### src/rtl/prod_sched_pkg.sv
// Shared encodings for the producer scheduler: FSM states, display source codes, default word width.
package prod_sched_pkg;

  localparam int DW_DEF = 16;

  typedef enum logic [2:0] {
    S_IDLE   = 3'd0,
    S_COMM_F = 3'd1,
    S_WAIT_F = 3'd2,
    S_COMM_T = 3'd3,
    S_WAIT_T = 3'd4,
    S_DRAIN  = 3'd5
  } state_t;

  localparam logic [1:0] SRC_NONE = 2'd0;
  localparam logic [1:0] SRC_FIB  = 2'd1;
  localparam logic [1:0] SRC_TMR  = 2'd2;

  function automatic logic [5:0] state_led(input state_t s);
    return 6'b000001 << s;
  endfunction

  function automatic logic [1:0] state_src(input state_t s);
    case (s)
      S_COMM_F, S_WAIT_F: return SRC_FIB;
      S_COMM_T, S_WAIT_T: return SRC_TMR;
      default:            return SRC_NONE;
    endcase
  endfunction

endpackage

### src/rtl/prod_sched_if.sv
// Scheduler port bundle: control pulses, producer words, buffer status, write port and status.
// slave is the scheduler's view; master is the surrounding logic's view.
interface prod_sched_if import prod_sched_pkg::*; #(parameter int DW = DW_DEF);
  logic          start_f;
  logic          start_t;
  logic          stop;
  logic          f_valid;
  logic [DW-1:0] f_data;
  logic          t_valid;
  logic [DW-1:0] t_data;
  logic          buf_full;
  logic          buf_empty;
  logic          rd_valid;
  logic          f_en;
  logic          t_en;
  logic          wr_en;
  logic [DW-1:0] wr_data;
  logic [1:0]    src_sel;
  logic [5:0]    led;
  logic [15:0]   word_cnt;
  logic          wd_err;

  modport slave (
    input  start_f, start_t, stop, f_valid, f_data, t_valid, t_data,
           buf_full, buf_empty, rd_valid,
    output f_en, t_en, wr_en, wr_data, src_sel, led, word_cnt, wd_err
  );

  modport master (
    output start_f, start_t, stop, f_valid, f_data, t_valid, t_data,
           buf_full, buf_empty, rd_valid,
    input  f_en, t_en, wr_en, wr_data, src_sel, led, word_cnt, wd_err
  );
endinterface

### src/rtl/prod_sched_resume_cnt.sv
// Saturating run-length counter with clear; done flags the cycle that completes DLY counted cycles.
// Latency 0 on done (combinational on inc), clear has priority over counting.
module resume_cnt #(
  parameter int DLY = 4
) (
  input  logic clk,
  input  logic rst,
  input  logic clr,
  input  logic inc,
  output logic done
);
  localparam int CW = $clog2(DLY + 1);
  localparam logic [CW-1:0] LAST = CW'(DLY - 1);
  localparam logic [CW-1:0] TOP  = CW'(DLY);

  logic [CW-1:0] cnt;

  assign done = inc && (cnt >= LAST);

  always_ff @(posedge clk) begin
    if (rst || clr) begin
      cnt <= '0;
    end else if (inc && cnt != TOP) begin
      cnt <= cnt + 1'b1;
    end
  end
endmodule

### src/rtl/prod_sched.sv
// Shares the buffer write port between Fibonacci and Timer producers; write path latency 1, enables drop on buf_full.
// Optional drain watchdog under PROD_SCHED_WATCHDOG_EN; otherwise DRAIN waits for empty and wd_err is 0.
module prod_sched import prod_sched_pkg::*; #(
  parameter int DW            = DW_DEF,
  parameter int RESUME_DLY    = 4,
  parameter int DRAIN_TIMEOUT = 1024
) (
  input  logic         clk,
  input  logic         rst,
  prod_sched_if.slave  io
);
  state_t        state;
  state_t        nxt;
  logic          rs_done;
  logic          wd_fire;
  logic          in_wait;
  logic          in_comm;
  logic          sel_wr;
  logic [DW-1:0] sel_data;
  logic          leave_idle;

  assign io.f_en    = (state == S_COMM_F) && !io.buf_full;
  assign io.t_en    = (state == S_COMM_T) && !io.buf_full;
  assign in_wait    = (state == S_WAIT_F) || (state == S_WAIT_T);
  assign in_comm    = (state == S_COMM_F) || (state == S_COMM_T);
  assign leave_idle = (state == S_IDLE) && (nxt != S_IDLE);

  always_comb begin
    nxt = state;
    case (state)
      S_IDLE:   if (io.start_f) nxt = S_COMM_F;
                else if (io.start_t) nxt = S_COMM_T;
      S_COMM_F: if (io.stop) nxt = S_DRAIN;
                else if (io.buf_full) nxt = S_WAIT_F;
      S_WAIT_F: if (io.stop) nxt = S_DRAIN;
                else if (rs_done) nxt = S_COMM_F;
      S_COMM_T: if (io.stop) nxt = S_DRAIN;
                else if (io.buf_full) nxt = S_WAIT_T;
      S_WAIT_T: if (io.stop) nxt = S_DRAIN;
                else if (rs_done) nxt = S_COMM_T;
      S_DRAIN:  if ((io.buf_empty && !io.rd_valid) || wd_fire) nxt = S_IDLE;
      default:  nxt = S_IDLE;
    endcase
  end

  // One counter serves both wait states; any state change restarts the run.
  resume_cnt #(.DLY(RESUME_DLY)) u_resume (
    .clk  (clk),
    .rst  (rst),
    .clr  (io.buf_full || (nxt != state)),
    .inc  (in_wait && !io.buf_full),
    .done (rs_done)
  );

  always_comb begin
    sel_wr   = 1'b0;
    sel_data = io.f_data;
    if (state == S_COMM_F) begin
      sel_wr = io.f_valid && io.f_en;
    end else if (state == S_COMM_T) begin
      sel_wr   = io.t_valid && io.t_en;
      sel_data = io.t_data;
    end
  end

  always_ff @(posedge clk) begin
    if (rst) begin
      state       <= S_IDLE;
      io.led      <= 6'b000001;
      io.src_sel  <= SRC_NONE;
      io.wr_en    <= 1'b0;
      io.wr_data  <= '0;
      io.word_cnt <= '0;
    end else begin
      state      <= nxt;
      io.led     <= state_led(nxt);
      io.src_sel <= state_src(nxt);
      io.wr_en   <= sel_wr;
      if (in_comm) io.wr_data <= sel_data;
      if (leave_idle) begin
        io.word_cnt <= '0;
      end else if (io.wr_en && io.word_cnt != 16'hFFFF) begin
        io.word_cnt <= io.word_cnt + 16'd1;
      end
    end
  end

`ifdef PROD_SCHED_WATCHDOG_EN
  localparam int DCW = $clog2(DRAIN_TIMEOUT + 1);
  logic [DCW-1:0] drain_cnt;
  logic           wd_err_q;

  assign wd_fire   = (state == S_DRAIN) && (drain_cnt == DCW'(DRAIN_TIMEOUT - 1));
  assign io.wd_err = wd_err_q;

  always_ff @(posedge clk) begin
    if (rst) begin
      drain_cnt <= '0;
      wd_err_q  <= 1'b0;
    end else begin
      if (state != S_DRAIN || nxt != S_DRAIN) drain_cnt <= '0;
      else drain_cnt <= drain_cnt + 1'b1;
      if (leave_idle) wd_err_q <= 1'b0;
      else if (wd_fire) wd_err_q <= 1'b1;
    end
  end
`else
  assign wd_fire   = 1'b0;
  // No watchdog: the timeout only appears in a constant-false term.
  assign io.wd_err = (DRAIN_TIMEOUT < 0);
`endif
endmodule

### src/flat_wrapper.sv
// flat-port wrapper written by rule: the top's interface ports become plain ports
module prod_sched_flat import prod_sched_pkg::*;
#(
  parameter int DW            = DW_DEF,
  parameter int RESUME_DLY    = 4,
  parameter int DRAIN_TIMEOUT = 1024
)
  (clk, rst, io_start_f, io_start_t, io_stop, io_f_valid, io_f_data, io_t_valid, io_t_data, io_buf_full, io_buf_empty, io_rd_valid, io_f_en, io_t_en, io_wr_en, io_wr_data, io_src_sel, io_led, io_word_cnt, io_wd_err);
  prod_sched_if #(.DW(DW)) io_i ();
  input  logic clk;
  input  logic rst;
  input wire logic [$bits(io_i.start_f)-1:0] io_start_f;
  input wire logic [$bits(io_i.start_t)-1:0] io_start_t;
  input wire logic [$bits(io_i.stop)-1:0] io_stop;
  input wire logic [$bits(io_i.f_valid)-1:0] io_f_valid;
  input wire logic [$bits(io_i.f_data)-1:0] io_f_data;
  input wire logic [$bits(io_i.t_valid)-1:0] io_t_valid;
  input wire logic [$bits(io_i.t_data)-1:0] io_t_data;
  input wire logic [$bits(io_i.buf_full)-1:0] io_buf_full;
  input wire logic [$bits(io_i.buf_empty)-1:0] io_buf_empty;
  input wire logic [$bits(io_i.rd_valid)-1:0] io_rd_valid;
  output wire logic [$bits(io_i.f_en)-1:0] io_f_en;
  output wire logic [$bits(io_i.t_en)-1:0] io_t_en;
  output wire logic [$bits(io_i.wr_en)-1:0] io_wr_en;
  output wire logic [$bits(io_i.wr_data)-1:0] io_wr_data;
  output wire logic [$bits(io_i.src_sel)-1:0] io_src_sel;
  output wire logic [$bits(io_i.led)-1:0] io_led;
  output wire logic [$bits(io_i.word_cnt)-1:0] io_word_cnt;
  output wire logic [$bits(io_i.wd_err)-1:0] io_wd_err;
  assign io_i.start_f = io_start_f;
  assign io_i.start_t = io_start_t;
  assign io_i.stop = io_stop;
  assign io_i.f_valid = io_f_valid;
  assign io_i.f_data = io_f_data;
  assign io_i.t_valid = io_t_valid;
  assign io_i.t_data = io_t_data;
  assign io_i.buf_full = io_buf_full;
  assign io_i.buf_empty = io_buf_empty;
  assign io_i.rd_valid = io_rd_valid;
  assign io_f_en = io_i.f_en;
  assign io_t_en = io_i.t_en;
  assign io_wr_en = io_i.wr_en;
  assign io_wr_data = io_i.wr_data;
  assign io_src_sel = io_i.src_sel;
  assign io_led = io_i.led;
  assign io_word_cnt = io_i.word_cnt;
  assign io_wd_err = io_i.wd_err;
  prod_sched #(.DW(DW), .RESUME_DLY(RESUME_DLY), .DRAIN_TIMEOUT(DRAIN_TIMEOUT)) u_core (.clk(clk), .rst(rst), .io(io_i));
endmodule
### config.mk
export PLATFORM = sky130hd
export DESIGN_NAME = prod_sched_flat
export DESIGN_NICKNAME = d
export VERILOG_FILES = /design/src/rtl/prod_sched_pkg.sv /design/src/rtl/prod_sched_if.sv /design/src/rtl/prod_sched_resume_cnt.sv /design/src/rtl/prod_sched.sv /design/src/flat_wrapper.sv
export SDC_FILE = /design/constraint.sdc
export NUM_CORES = 1
export LEC_CHECK = 0
export CAP_MARGIN = 10
export CORE_AREA = 3 3 77 79
export CTS_CLUSTER_SIZE = 16
export DETAILED_ROUTE_END_ITERATION = 10
export DIE_AREA = 0 0 80 82
export HOLD_SLACK_MARGIN = 0.12
export PLACE_DENSITY = 0.77
export SKIP_LAST_GASP = 1
export SLEW_MARGIN = 5
export SYNTH_ARGS = -nofsm -noshare
export SYNTH_HDL_FRONTEND = slang
export SYNTH_HIERARCHICAL = 1
export SYNTH_SLANG_ARGS = --single-unit
### constraint.sdc
create_clock -name clk -period 2.3 [get_ports clk]
set_clock_uncertainty 0.1 [all_clocks]
set_input_delay 0.345 -clock clk [delete_from_list [all_inputs] [get_ports clk]]
set_output_delay 0.345 -clock clk [all_outputs]
set_load 0.02 [all_outputs]
==> results by group, run 1 <==
Yosys
  • Register area share after synthesis: 40.6%
  • Synth area leaders: dfxtp_1 (41%), mux2i_1 (8.6%), a211oi_1 (6.5%)
  • Post-Syn Area per Cell: 8.87 um2
  • Synth area leader: dfxtp_1
  • Async SR Flop Fraction: 0%
  • Netlist cell types: 50
  • Post-Synthesis Cells: 261
  • Mapped Area: 2320 um2
  • Top-area cell type share of the netlist area: 40.6%
  • Warnings, synthesis: 6
  • Syn nets: 307
  • Top_reg_cell synth: dfxtp_1
  • Number of synthesized flops with an enable pin: 0
  • #FFs+latches synth: 47

Placement
  • Placement Setup Slack: -161 ps
  • Port buffer count: 84
  • Dpl hpwl: 4.48 mm
  • Post-DP Area: 3300 um2
  • Routability congestion estimate: 0.858
  • Dpl cells: 417

Setup path
  • CP Capture Type: register
  • Reg2Reg Depth: 9
  • Worst reg2reg path endpoint: u_core/io.led[5]$_SDFF_PP0_
  • WP data arrival: 2230 ps
  • Crit path capture: u_core/io.led[5]$_SDFF_PP0_
  • R2r setup slk: 160 ps
  • CP peak stage delay: 360 ps
  • WP data required: 2400 ps
  • Setup CP Type: register to register
  • Worst r2r src: u_core/u_resume/cnt[0]$_SDFFE_PP0P_
  • Critical Path, Cell by Cell: ha_1 > ha_1 > a211oi_2 > nor2b_2 > nor2b_1 > mux2i_1 > a21oi_1 > buf_4 > nor4b_1
  • Max FO, Critical Path: 7
  • CP bufs+invs: 1
  • WP depth: 9
  • Crit path top cell by count: ha_1
  • Worst Setup Start Kind: register
  • Largest delay share family, worst path: simple AND/OR/NAND/NOR gates
  • Crit. Startpoint: u_core/u_resume/cnt[0]$_SDFFE_PP0P_
  • Critical-path top delay cell: dfxtp_1

GRT
  • Grt ovf: 0
  • First-pass GRT wire length: 9.54 mm
  • Initial antenna violation count: 0
  • Largest net degree at the start of global routing: 33
  • Vias in the first global route: 2,118
  • GRT Util Overall: 18.5%

Die
  • Die Height: 82 um
  • Starting Density: 42.8%
  • Num ports: 86
  • Die width: 80 um
  • Core Region: 5410 um2
  • Die Area: 6560 um2
  • Site Rows: 27

STA
  • Max Slew Vio Count: 0
  • Final WS setup: 162 ps
  • Final period util: 92.9%
  • Final Setup Violations: 0
  • Unrepaired setup endpoints after global routing: no
  • Minimum clock period: 2140 ps
  • Worst-case hold slack: 400 ps
  • Max-slew headroom: 52.6%
  • Fin Setup TNS: 0 ps
  • F_max: 468 MHz
  • Final hold violation count: 0
  • Slew @ Worst Pin: 702 ps

Route
  • Routed Antenna Nets: 0
  • DR iter-0 viols: 64
  • Routed wire length per instance: 13.8 um
  • Total Wirelength: 5.88 mm
  • Vias/cell: 5.35
  • Via Count: 2,272
  • DRC viols: 0
  • DR pass1 iterations: 4

Pwr
  • PnR Total Power: 2.52 mW
  • Pwr Density: 732 nW/um2
  • Worst VDD drop: 367 uV
  • Leakage: 1.18 nW

Cells and area
  • Diode count: 0
  • Multi-input logic area: 1290 um2
  • Area growth syn-to-layout: 48.8%
  • Finished Layout Cells: 425
  • Final std cell area, no fill: 3450 um2
  • Storage cell area: 941 um2
  • Fraction of layout cells with a size suffix above 1: 9.63%
  • Fin util: 63.7%
  • Most frequent cells in the layout: clkdlybuf4s50_1 (82), dfxtp_1 (47), nor2_1 (25), mux2i_1 (20), a211oi_1 (18)
  • Fin nets: 398
  • Most common cell after layout, fill and taps aside: clkdlybuf4s50_1
  • Fill count: 499

Status
  • Status: finished, final reports clean

Flow run
  • MaxCap Viol Count: 0

Clock tree
  • Root Driver: clkbuf_8
  • H-tree depth: 2
  • Clock-pin slew on the worst setup and hold paths: 90 ps
  • CTS tree: done
  • Clk Latency, worst-skew pair: 290 ps
  • Clock sink count: 47
  • TritonCTS Buffers: 5
  • Total setup buffers inserted after CTS: 0
  • Bufs on Longest Clock Path: 2

Min path
  • Worst hold path class: register to register
## power by group
part	total [mW]	switching (mW)	internal (mW)	leakage (nW)
logic	0.860	0.441	0.419	0.735
clock network	0.700	0.266	0.434	0.0654
registers	0.964	0.0506	0.913	0.384
total	2.52	0.757	1.77	1.18
## metal layers
metal	up-vias	routed length, um	GRT usage (%)
met3	5	449	6.47
met5	-	0	0
met1	1056	2390	20.3
met2	67	2980	33.5
li1	1144	-	-
met4	0	61	5.57
## worst register-to-register path, stage by stage, from the launching register on
cell	delay, ps
dfxtp_1	360
ha_1	220
ha_1	190
a211oi_2	250
nor2b_2	90
nor2b_1	150
mux2i_1	130
a21oi_1	90
buf_4	170
nor4b_1	290
## registers in the layout (all words and copies together), names as in the netlist
name / cells
u_core/io.word_cnt: 16
u_core/io.wr_data: 16
u_core/io.led: 6
u_core/state: 3
u_core/u_resume/cnt: 3
u_core/io.src_sel: 2
u_core/io.wr_en: 1
## worst min path at each step
stage	startpoint	endpoint	cells past startpoint	slack (ps)
6_report	u_core/io.wr_data[7]$_SDFFE_PP0P_	u_core/io.wr_data[7]$_SDFFE_PP0P_	2	400
5_1_grt	u_core/io.wr_data[5]$_SDFFE_PP0P_	u_core/io.wr_data[5]$_SDFFE_PP0P_	2	420
4_1_cts	u_core/io.wr_data[12]$_SDFFE_PP0P_	u_core/io.wr_data[12]$_SDFFE_PP0P_	2	400
3_5_place_dp	u_core/io.wr_data[12]$_SDFFE_PP0P_	u_core/io.wr_data[12]$_SDFFE_PP0P_	2	390
3_3_place_gp	u_core/io.wr_data[5]$_SDFFE_PP0P_	u_core/io.wr_data[5]$_SDFFE_PP0P_	2	380
2_1_floorplan	rst	u_core/u_resume/cnt[0]$_SDFFE_PP0P_	1	320
## synth_stat cells, types with 5 or more instances
| master | count |
|---|---|
| or3_1 | 5 |
| o21ai_0 | 9 |
| nand2_1 | 6 |
| or4_1 | 7 |
| nor3_1 | 10 |
| nor2b_1 | 7 |
| nand3_1 | 7 |
| inv_1 | 10 |
| mux2i_1 | 20 |
| dfxtp_1 | 47 |
| a211oi_1 | 20 |
| clkbuf_1 | 11 |
| nor2_1 | 26 |
| a21oi_1 | 13 |
## timing repair
item                                    in CTS  in global routing
hold buffers                                 0                  0
resized for setup                            2                  5
endpoints found under the setup margin       2                  9
pin swaps                                    0                  2
## area by class of cell
type	instances	share of cell area, %
clock buffer	6	2.11
tap	72	2.61
sequential	47	27.3
timing repair buffer	100	27.8
clock inverter	2	1.74
multi-input combinational	188	37.3
inverter	10	1.09
## logic make-up after synthesis
group | after synthesis | synth area share [%]
multiplexers | 20 | 8.64
AO/OA/AOI/OAI | 65 | 19.7
AND/OR/NAND/NOR | 94 | 22.6
other | 1 | 0.162
adder cells (fa/ha/maj) | 4 | 2.16
flip-flops | 47 | 40.6
XOR/XNOR | 4 | 1.51
buffers and inverters | 26 | 4.59
(Power assumes the default switching activity.)
==> inputs of run 2 (changes only) <==
--- a/config.mk
+++ b/config.mk
@@ -7,9 +7,11 @@
 export LEC_CHECK = 0
 export CAP_MARGIN = 10
 export CORE_AREA = 3 3 77 79
+export CTS_CLUSTER_DIAMETER = 200
 export CTS_CLUSTER_SIZE = 16
 export DETAILED_ROUTE_END_ITERATION = 10
 export DIE_AREA = 0 0 80 82
+export GPL_TIMING_DRIVEN = 0
 export HOLD_SLACK_MARGIN = 0.12
 export PLACE_DENSITY = 0.77
 export SKIP_LAST_GASP = 1
==> results by group, run 2 (same netlist as run 1, synthesis figures left out) <==
Die
  • Die width: 80 um
  • Num ports: 86
  • Die Height: 82 um
  • Core Region: 5410 um2
  • Die Area: 6560 um2
  • Site Rows: 27
  • Starting Density: 42.8%

Pwr
  • Leakage: 1.16 nW
  • Worst VDD drop: 429 uV
  • Pwr Density: 719 nW/um2
  • PnR Total Power: 2.48 mW

Route
  • DRC viols: 0
  • Routed Antenna Nets: 0
  • DR iter-0 viols: 115
  • DR pass1 iterations: 4
  • Vias/cell: 5.36
  • Via Count: 2,279
  • Routed wire length per instance: 14.1 um
  • Total Wirelength: 5.98 mm

Clock tree
  • TritonCTS Buffers: 5
  • Clock sink count: 47
  • Clock-pin slew on the worst setup and hold paths: 90 ps
  • Clk Latency, worst-skew pair: 300 ps
  • H-tree depth: 2
  • Root Driver: clkbuf_8
  • CTS tree: done
  • Bufs on Longest Clock Path: 2

Cells and area
  • Multi-input logic area: 1350 um2
  • Area growth syn-to-layout: 49.3%
  • Final std cell area, no fill: 3460 um2
  • Fraction of layout cells with a size suffix above 1: 10.2%
  • Largest regs: u_core/io.word_cnt: 16 flops, u_core/io.wr_data: 16 flops, u_core/io.led: 6 flops
  • Most frequent cells in the layout: clkdlybuf4s50_1 (82), dfxtp_1 (46), nor2_1 (24), mux2i_1 (20), a211oi_1 (18)
  • Fin nets: 398
  • Fin util: 64.0%
  • Most common cell after layout, fill and taps aside: clkdlybuf4s50_1
  • Diode count: 0
  • Storage cell area: 942 um2
  • Fill count: 490

Placement
  • Placement Setup Slack: -523 ps
  • Post-DP Area: 3250 um2
  • Routability congestion estimate: 0.852
  • Dpl hpwl: 4.48 mm
  • Port buffer count: 84

STA
  • Minimum clock period: 2260 ps
  • Final WS setup: 39.2 ps
  • F_max: 442 MHz
  • Worst-case hold slack: 400 ps
  • Final hold violation count: 0
  • Final Setup Violations: 0
  • Slew @ Worst Pin: 686 ps
  • Final period util: 98.3%
  • Max-slew headroom: 53.9%
  • Max Slew Vio Count: 0
  • Unrepaired setup endpoints after global routing: yes

Status
  • Status: finished, final reports clean

Setup path
  • Worst Setup Start Kind: input pin
  • Largest delay share family, worst path: simple AND/OR/NAND/NOR gates
  • Max FO, Critical Path: 8
  • Critical-path top delay cell: clkdlybuf4s50_1
  • WP data required: 2400 ps
  • CP Capture Type: register
  • Setup CP Type: input pin to register
  • WP data arrival: 2370 ps
  • CP bufs+invs: 1
  • Critical Path, Cell by Cell: clkdlybuf4s50_1 > nor3_4 > nor2b_4 > mux2i_1 > a32o_1 > nor2_4 > nor4bb_2
  • CP peak stage delay: 590 ps

Flow run
  • MaxCap Viol Count: 0

Min path
  • Worst hold path class: register to register

GRT
  • First-pass GRT wire length: 9.29 mm
  • Grt ovf: 0
  • Vias in the first global route: 2,043
  • GRT Util Overall: 17.8%
  • Largest net degree at the start of global routing: 15
  • Initial antenna violation count: 0
[run 2: report_power, final]
part	leakage, nW	internal, mW	total, mW	switching, mW
Combinational	0.711	0.423	0.889	0.466
Sequential	0.384	0.914	0.972	0.0584
Clock	0.0612	0.352	0.624	0.272
[run 2: cell type report]
class	count	area share, %
sequential	47	27.3
inverter	10	1.09
buffer	13	1.81
clock buffer	6	2.39
multi-input combinational	188	38.9
clock inverter	2	1.01
tap	72	2.61
timing repair buffer	87	24.9
[run 2: through the flow]
stage / instances / TNS (ps)
6_report: 425 / 0
5_1_grt: 425 / -233
4_1_cts: 423 / -18.8
3_5_place_dp: 417 / -5030
3_3_place_gp: 417 / -4880
2_1_floorplan: 261 / 0
[run 2: tightest hold or removal path, stage by stage, from the launching register on]
cell and delay (ps):
dfxtp_1 340, o31ai_1 70, a21oi_1 50
[run 2: path summary, 6_finish.rpt]
path              cells after the start                                 from  slack, ps                                   to
setup reg to reg                      7           u_core/state[2]$_SDFF_PP0_         40          u_core/io.led[1]$_SDFF_PP0_
setup / recovery                      7                          io_buf_full         40          u_core/io.led[1]$_SDFF_PP0_
hold / removal                        2  u_core/io.word_cnt[15]$_SDFFE_PP0P_        400  u_core/io.word_cnt[15]$_SDFFE_PP0P_
hold reg to reg                       2  u_core/io.word_cnt[15]$_SDFFE_PP0P_        400  u_core/io.word_cnt[15]$_SDFFE_PP0P_
[run 2: what timing repair did]
action,CTS,global route
gates resized for setup,7,15
setup endpoints to repair,15,20
pin swaps,0,1
hold buffers,0,0
buffers inserted,0,3
[run 2: layer usage]
layer	vias to the layer above	GRT usage, %	part of all wire (%)
met3	11	5.81	8.2
met5	-	0	0
met1	1049	20.7	41
met2	70	31.0	49
met4	0	6.08	1.3
li1	1149	-	-
